--- src/rtl/sobel_window_gen_if.sv ---
// Pixel-in / window-out bus for sobel_window_gen.
// The out_ready back-pressure signal exists only when SOBEL_WIN_STALL_EN is defined.
interface sobel_window_gen_if;
  logic        in_valid;
  logic        in_ready;
  logic [7:0]  in_data;
  logic        win_valid;
  logic [71:0] win_data;
  logic [15:0] win_row;
  logic [15:0] win_col;
  logic        win_border;
  logic        frame_done;
`ifdef SOBEL_WIN_STALL_EN
  logic        out_ready;

  modport slave (
    input  in_valid, in_data, out_ready,
    output in_ready, win_valid, win_data, win_row, win_col, win_border, frame_done
  );
  modport master (
    output in_valid, in_data, out_ready,
    input  in_ready, win_valid, win_data, win_row, win_col, win_border, frame_done
  );
`else
  modport slave (
    input  in_valid, in_data,
    output in_ready, win_valid, win_data, win_row, win_col, win_border, frame_done
  );
  modport master (
    output in_valid, in_data,
    input  in_ready, win_valid, win_data, win_row, win_col, win_border, frame_done
  );
`endif
endinterface

--- src/rtl/sobel_window_gen.sv ---
// Streaming 3x3 window generator: two line buffers plus a 3x3 shift register, one window per pixel.
// Optional macro SOBEL_WIN_STALL_EN adds out_ready back-pressure from the window consumer.
module sobel_window_gen #(
  parameter int ROWS = 242,
  parameter int COLS = 247
) (
  input  logic               clk,
  input  logic               rst_n,
  sobel_window_gen_if.slave  bus
);
  localparam int CW = $clog2(COLS);
  localparam int RW = $clog2(ROWS);
  localparam logic [CW-1:0] C_LAST = CW'(COLS - 1);
  localparam logic [RW-1:0] R_LAST = RW'(ROWS - 1);

  typedef enum logic [1:0] {S_IDLE, S_FILL, S_RUN, S_FLUSH} state_t;

  state_t        r_state, w_state_nxt;
  logic          r_rdy_en;
  logic [RW-1:0] r_in_row, r_out_row;
  logic [CW-1:0] r_in_col, r_out_col;

  logic [7:0]    r_lb0 [COLS];
  logic [7:0]    r_lb1 [COLS];
  logic [7:0]    r_sh [9];
  logic [7:0]    w_sh_nxt [9];
  logic [71:0]   w_win_flat;

  logic          r_win_valid;
  logic [71:0]   r_win_data;
  logic [15:0]   r_win_row, r_win_col;
  logic          r_win_border, r_frame_done;

  logic          w_adv, w_in_ready, w_accept, w_emit;
  logic          w_in_last, w_out_last, w_out_border;

  // A presented window that the consumer has not taken freezes the whole block.
`ifdef SOBEL_WIN_STALL_EN
  assign w_adv = !(r_win_valid && !bus.out_ready);
`else
  assign w_adv = 1'b1;
`endif

  assign w_in_ready   = r_rdy_en && (r_state != S_FLUSH) && w_adv;
  assign w_accept     = bus.in_valid && w_in_ready;
  assign w_in_last    = (r_in_row == R_LAST) && (r_in_col == C_LAST);
  assign w_out_last   = (r_out_row == R_LAST) && (r_out_col == C_LAST);
  assign w_out_border = (r_out_row == '0) || (r_out_row == R_LAST) ||
                        (r_out_col == '0) || (r_out_col == C_LAST);

  always_comb begin
    // NOTE: every output of this process gets a default first, so no path can infer a latch.
    w_state_nxt = r_state;
    w_emit      = 1'b0;
    case (r_state)
      S_IDLE:  if (w_accept) w_state_nxt = S_FILL;
      S_FILL:  if (w_accept && (r_in_row == RW'(1)) && (r_in_col == CW'(1))) begin
                 w_emit      = 1'b1;
                 w_state_nxt = S_RUN;
               end
      S_RUN:   if (w_accept) begin
                 w_emit = 1'b1;
                 if (w_in_last) w_state_nxt = S_FLUSH;
               end
      S_FLUSH: if (w_adv) begin
                 w_emit = 1'b1;
                 if (w_out_last) w_state_nxt = S_IDLE;
               end
      default: w_state_nxt = S_IDLE;
    endcase
  end

  // New right-hand column: two rows up, one row up, and the incoming pixel.
  always_comb begin
    for (int dr = 0; dr < 3; dr++) begin
      w_sh_nxt[3*dr]   = r_sh[3*dr+1];
      w_sh_nxt[3*dr+1] = r_sh[3*dr+2];
    end
    w_sh_nxt[2] = r_lb1[r_in_col];
    w_sh_nxt[5] = r_lb0[r_in_col];
    w_sh_nxt[8] = bus.in_data;
  end

  always_comb begin
    w_win_flat = '0;
    for (int k = 0; k < 9; k++) w_win_flat[8*k +: 8] = w_sh_nxt[k];
  end

  always_ff @(posedge clk) begin
    // NOTE: non-blocking assignments so every register samples pre-edge values.
    if (!rst_n) begin
      r_state      <= S_IDLE;
      r_rdy_en     <= 1'b0;
      r_in_row     <= '0;
      r_in_col     <= '0;
      r_out_row    <= '0;
      r_out_col    <= '0;
      r_win_valid  <= 1'b0;
      r_win_data   <= '0;
      r_win_row    <= '0;
      r_win_col    <= '0;
      r_win_border <= 1'b0;
      r_frame_done <= 1'b0;
    end else begin
      r_rdy_en <= 1'b1;
      r_state  <= w_state_nxt;
      if (w_accept) begin
        if (r_in_col == C_LAST) begin
          r_in_col <= '0;
          r_in_row <= (r_in_row == R_LAST) ? '0 : r_in_row + 1'b1;
        end else begin
          r_in_col <= r_in_col + 1'b1;
        end
      end
      if (w_adv) begin
        r_win_valid  <= w_emit;
        r_frame_done <= w_emit && w_out_last;
        if (w_emit) begin
          r_win_data   <= w_out_border ? '0 : w_win_flat;
          r_win_row    <= 16'(r_out_row);
          r_win_col    <= 16'(r_out_col);
          r_win_border <= w_out_border;
          if (r_out_col == C_LAST) begin
            r_out_col <= '0;
            r_out_row <= (r_out_row == R_LAST) ? '0 : r_out_row + 1'b1;
          end else begin
            r_out_col <= r_out_col + 1'b1;
          end
        end
      end
    end
  end

  // NOTE: storage carries no reset; stale contents only ever land in border windows, which are zeroed.
  always_ff @(posedge clk) begin
    if (w_accept) begin
      r_lb1[r_in_col] <= r_lb0[r_in_col];
      r_lb0[r_in_col] <= bus.in_data;
      r_sh            <= w_sh_nxt;
    end
  end

  assign bus.in_ready   = w_in_ready;
  assign bus.win_valid  = r_win_valid;
  assign bus.win_data   = r_win_data;
  assign bus.win_row    = r_win_row;
  assign bus.win_col    = r_win_col;
  assign bus.win_border = r_win_border;
  assign bus.frame_done = r_frame_done;
endmodule

--- src/flat_wrapper.sv ---
// flat-port wrapper written by rule: the top's interface ports become plain ports
module sobel_window_gen_flat 
#(
  parameter int ROWS = 242,
  parameter int COLS = 247
)
  (clk, rst_n, bus_in_valid, bus_in_data, bus_in_ready, bus_win_valid, bus_win_data, bus_win_row, bus_win_col, bus_win_border, bus_frame_done);
  sobel_window_gen_if bus_i ();
  input  logic clk;
  input  logic rst_n;
  input wire logic [$bits(bus_i.in_valid)-1:0] bus_in_valid;
  input wire logic [$bits(bus_i.in_data)-1:0] bus_in_data;
  output wire logic [$bits(bus_i.in_ready)-1:0] bus_in_ready;
  output wire logic [$bits(bus_i.win_valid)-1:0] bus_win_valid;
  output wire logic [$bits(bus_i.win_data)-1:0] bus_win_data;
  output wire logic [$bits(bus_i.win_row)-1:0] bus_win_row;
  output wire logic [$bits(bus_i.win_col)-1:0] bus_win_col;
  output wire logic [$bits(bus_i.win_border)-1:0] bus_win_border;
  output wire logic [$bits(bus_i.frame_done)-1:0] bus_frame_done;
  assign bus_i.in_valid = bus_in_valid;
  assign bus_i.in_data = bus_in_data;
  assign bus_in_ready = bus_i.in_ready;
  assign bus_win_valid = bus_i.win_valid;
  assign bus_win_data = bus_i.win_data;
  assign bus_win_row = bus_i.win_row;
  assign bus_win_col = bus_i.win_col;
  assign bus_win_border = bus_i.win_border;
  assign bus_frame_done = bus_i.frame_done;
  sobel_window_gen #(.ROWS(ROWS), .COLS(COLS)) u_core (.clk(clk), .rst_n(rst_n), .bus(bus_i));
endmodule
--- config.mk ---
export PLATFORM = sky130hd
export DESIGN_NAME = sobel_window_gen_flat
export DESIGN_NICKNAME = d
export VERILOG_FILES = /design/src/rtl/sobel_window_gen_if.sv /design/src/rtl/sobel_window_gen.sv /design/src/flat_wrapper.sv
export SDC_FILE = /design/constraint.sdc
export NUM_CORES = 2
export LEC_CHECK = 0
export ABC_CLOCK_PERIOD_IN_PS = 11630
export CAP_MARGIN = 25
export CORE_ASPECT_RATIO = 0.8
export CORE_MARGIN = 2
export CORE_UTILIZATION = 30
export CTS_CLUSTER_DIAMETER = 80
export CTS_CLUSTER_SIZE = 30
export DETAILED_ROUTE_END_ITERATION = 7
export SYNTH_ARGS = -nofsm -noshare
export SYNTH_HDL_FRONTEND = slang
export SYNTH_SLANG_ARGS = --single-unit
--- constraint.sdc ---
create_clock -name clk -period 11.63 [get_ports clk]
set_input_delay 1.163 -clock clk [delete_from_list [all_inputs] [get_ports clk]]
set_output_delay 1.163 -clock clk [all_outputs]
set_load 0.01 [all_outputs]
# Word-level counts from Yosys, hierarchy flattened
# Memory sizes are Yosys's and may differ from the RTL's. A register that Yosys moved wholly into a read port is not among the register bits.
# Index checks and enable logic that the tools add are counted.
# W data, S select, Z words.
[word_totals]
ff_bits = 174
ramBits = 3952
inputBits = 11
output_inout_bits = 108
memories = 2
[mem_list]
columns = ["memory", "words", "width", "rd", "rd_ports_with_merged_regs", "wr", "line_no", "text"]
rows = [
  ["u_core.r_lb0", 247, 8, 1, 1, 1, "sobel_window_gen.sv:23", "logic [7:0] r_lb0 [COLS];"],
  ["u_core.r_lb1", 247, 8, 1, 1, 1, "sobel_window_gen.sv:24", "logic [7:0] r_lb1 [COLS];"],
]
[classes]
n_addsub = 4
eq_ne = 15
mux = 20
n_reduce_logical = 16
[ops]
columns = ["operator", "count"]
rows = [
  ["$mux W72", 1],
  ["$mux W8", 8],
  ["$add A8 B1 Y8 const B", 4],
  ["$eq A8 B8 Y1 const B", 4],
  ["$eq A8 B1 Y1 const B", 2],
  ["$logic_not A8 Y1", 2],
  ["$mux W2", 5],
  ["$ne A2 B1 Y1 const B", 5],
  ["$pmux W2 S4", 1],
  ["$logic_and A1 B1 Y1", 7],
  ["$reduce_and A5 Y1", 1],
  ["$eq A2 B2 Y1 const B", 2],
  ["$mux W1", 4],
  ["$reduce_and A2 Y1", 2],
  ["$logic_or A1 B1 Y1", 3],
  ["$pmux W1 S3", 1],
  ["$eq A2 B1 Y1 const B", 1],
  ["$logic_not A2 Y1", 1],
  ["$ne A2 B2 Y1 const B", 1],
]

# Depth between registers and ports, before layout
[logic_depth]
ltp_word = 8
depth_mapped = 14
ltp_nobuf = 9

# Worst setup path before layout
# Ideal clock, no wire load.
[synth_timing]
path_type = "reg-to-reg"
start = "register (tool-made name)"
end = "memory u_core.r_lb1[0][6], data pin"
setup_ns = 1.416
arrival_ns = 8.249
required_time_ns = 10.214
setup_slack_ns = 1.965
stages_incl_launch_ff = 12
path_buffers = 5
period_less_slack_ns = 9.665
path_cell_list = "dfxtp_1 -> buf_2 -> buf_4 -> buf_4 -> buf_2 -> clkbuf_1 -> nand3b_1 -> o22ai_1 -> a31oi_1 -> a211oi_1 -> nor4_1 -> nor2b_1"
[synth_lines]
columns = ["item", "line_no"]
rows = [
  ["to (decl)", "sobel_window_gen.sv:24"],
]

==> flow_metrics.env <==
export IMPL_viasPerCell=5.50
export IMPL_n_fill_cell=49444
export IMPL_critPathBufInv=4
export IMPL_ys_types=93
export IMPL_path_class="reg2reg"
export IMPL_crit_chain="buf_4 > nor2b_1 > nand2_1 > a2111oi_0 > a211oi_1 > nand4_1 > o31a_1 > and2_4 > buf_4 > buf_4 > buf_16"
export IMPL_power_leakage_nw=51.6
export IMPL_met3_usage_pct=5.90
export IMPL_power_density_nw_per_um2=145
export IMPL_setup_ws_ns=4.69
export IMPL_fmax_mhz=144
export IMPL_cts_inserted_buffers=169
export IMPL_ys_seq_elements=4134
export IMPL_min_to="u_core.r_sh[14]$_DFFE_PP_"
export IMPL_synth_largest_area_cell="edfxtp_1"
export IMPL_insertion_delay_ns=0.95
export IMPL_slowest_stage="a2111oi_0"
export IMPL_cp_common_cell="buf_4"
export IMPL_min_path_cells=0
export IMPL_root_buffer="clkbuf_16"
export IMPL_pin_count=119
export IMPL_setup_violations_final=0
export IMPL_p_total_mw=25.6
export IMPL_drtPass1Iterations=8
export IMPL_syn_avg_cell_area_sq_um=20.4
export IMPL_rsz0062_at_grt="no"
export IMPL_path_max_fanout=84
export IMPL_worstHoldPathType="reg2reg"
export IMPL_dieWidth_microns=819
export IMPL_syn_area_sq_um=159000
export IMPL_fp_dieH_microns=656
export IMPL_place_congestion=0.897
export IMPL_wl_per_cell_microns=32.1
export IMPL_drcViolationCount=8
export IMPL_h_tree_depth=4
export IMPL_grt_util_met2_pct=25.2
export IMPL_clkTransAtPathRegs_ns=0.13
export IMPL_grt_pass1_wl_mm=665
export IMPL_ff2ff_setup_slack_ns=4.69
export IMPL_yosysTopAreaCellShare_pct=75.4
export IMPL_synth_common_cells="edfxtp_1 (4000), mux4_2 (857), nand2_1 (422)"
export IMPL_endpoint_kind="flip-flop"
export IMPL_synth_area_leaders="edfxtp_1 (75%), mux4_2 (12%), mux2i_1 (1.9%)"
export IMPL_gr_usage_met1_pct=25.0
export IMPL_holdCritStartpoint="u_core.r_sh[6]$_DFFE_PP_"
export IMPL_overflow=0
export IMPL_ys_seq_area_share_pct=77.1
export IMPL_dieArea_sq_um=537000
export IMPL_outcome="complete, but fails checks"
export IMPL_num_nets_final=8145
export IMPL_postPlaceCellArea_sq_um=171000
export IMPL_cts_repair_resized=0
export IMPL_grt_pass1_vias=79867
export IMPL_worst_pin_slew_ns=1.21
export IMPL_cpPeakStageDelay_ns=0.90
export IMPL_totalWireLength_mm=488
export IMPL_synth_most_common_cell="edfxtp_1"
export IMPL_slew_limit_headroom_pct=19.5
export IMPL_synth_cells=7812
export IMPL_crit_family="buffers and inverters"
export IMPL_num_vias=83572
export IMPL_violations="DRC"
export IMPL_io_buffer_count=102
export IMPL_slew_viol_final=0
export IMPL_min_period_over_period_pct=59.7
export IMPL_ys_flop_type="edfxtp_1"
export IMPL_ctsHoldBuffers=0
export IMPL_asyncSetResetFlopFracSynth_pct=0
export IMPL_grt_busiest_layer="met2"
export IMPL_hold_viol=0
export IMPL_reg2reg_to="u_core.r_lb1[175][0]$_DFFE_PP_"
export IMPL_start_util_pct=30.1
export IMPL_post_route_cell_area_sq_um=176000
export IMPL_clock_sinks=4134
export IMPL_pre_cts_slack_ns=4.82
export IMPL_crit_path_start_kind="flip-flop"
export IMPL_tns_ns=0
export IMPL_synth_edf_count=4000
export IMPL_antenna_found_initial=41
export IMPL_grt_max_degree=167
export IMPL_cap_violations=0
export IMPL_track_usage_pct=17.4
export IMPL_finalCriticalPeriod_ns=6.94
export IMPL_initialDrtViolationCount=14160
export IMPL_ys_warn_count=0
export IMPL_whs_ns=0.469
export IMPL_cts_tree="yes"
export IMPL_required_ns=12.29
export IMPL_finalClockSkew_ns=0.0751
export IMPL_ir_drop_v=0.000118
export IMPL_drive_above_1_share_pct=21.2
export IMPL_hpwlAfterDp_mm=301
export IMPL_cts_setup_buffers=0
export IMPL_ant_nets=0
export IMPL_core_area_sq_um=529000
export IMPL_reg2reg_depth=11
export IMPL_rows=239
export IMPL_max_clock_path_buffers=4
export IMPL_worstPathArrival_ns=7.60
export IMPL_area_delta_synth_final_pct=10.5
==> routing by layer <==
metal / vias up / share of wire (%)
met5: - / 0.030
met4: 22 / 3.3
met3: 666 / 14
met2: 5357 / 43
met1: 45068 / 40
li1: 32459 / -
==> flip-flops by register name, indices dropped and copies added (netlist names), 48 cells and up, named ones only <==
register,count
u_core.r_lb0,1976
u_core.r_lb1,1976
u_core.r_sh,48
u_core.bus.win_data,72
==> cell usage in the layout (no fill, tap or decap), types with 85 or more instances in the layout <==
cell             Yosys  layout
nand3_1            122     112
a22oi_1            163     163
buf_4               90     410
edfxtp_1          4000    4000
nand2_1            422     422
clkbuf_16            0     173
nor2_1             414     307
clkdlybuf4s50_1      0      93
nor2_2               0     104
mux4_2             857     857
o22ai_1             85      85
dfxtp_1            134     127
a21oi_1             91      91
mux2i_1            301     301
==> worst register-to-register path: stages (launching register included) <==
cell       delay [ns]
dfxtp_2          0.77
buf_4            0.51
nor2b_1          0.64
nand2_1          0.80
a2111oi_0        0.91
a211oi_1         0.11
nand4_1          0.26
o31a_1           0.19
and2_4           0.45
buf_4            0.78
buf_4            0.69
buf_16           0.37
==> worst max path at each step <==
stage	start	cells past startpoint	slack (ns)	endpoint
final	flip-flop	11	4.69	u_core.r_lb1[175][0]$_DFFE_PP_
after global routing	flip-flop	12	4.66	u_core.r_lb1[171][0]$_DFFE_PP_
after CTS	flip-flop	9	4.77	u_core.r_lb1[181][6]$_DFFE_PP_
after detailed placement	flip-flop	9	4.82	u_core.r_lb1[115][6]$_DFFE_PP_
after global placement	flip-flop	9	4.90	u_core.r_lb1[180][2]$_DFFE_PP_
after floorplan	flip-flop	11	1.97	u_core.r_lb1[0][6]$_DFFE_PP_
==> kinds of logic after synthesis <==
kind of cell,synth area share (%)
flip-flops,77.1
AND/OR/NAND/NOR,3.69
multiplexers,14.2
AO/OA/AOI/OAI,2.95
buffers and inverters,1.81
XOR/XNOR,0.143
adder cells (fa/ha/maj),0.133
other,0.00235
==> through the flow <==
| step | instances | util, % |
|---|---|---|
| finish | 15189 | 33.3 |
| global route | 15175 | 33.3 |
| CTS | 15155 | 33.2 |
| detailed placement | 14916 | 32.3 |
| global placement | 14882 | 32.2 |
| floorplan | 7827 | - |
==> cell type report <==
type	instances	area (sq um)	area share, %
multi-input combinational	3212	34300	19.5
inverter	19	82.6	0.0469
clock inverter	29	278	0.158
sequential	4134	123000	69.8
tap	6989	8740	4.97
clock buffer	210	4450	2.53
antenna	15	37.5	0.0213
timing repair buffer	581	5400	3.07
==> report_power, final <==
| group | switching (mW) | total [mW] | internal (mW) |
|---|---|---|---|
| Clock | 4.52 | 7.30 | 2.78 |
| Sequential | 0.0216 | 16.5 | 16.5 |
| Combinational | 1.18 | 1.77 | 0.584 |
| Total | 5.72 | 25.6 | 19.9 |
(Power assumes the default switching activity.)
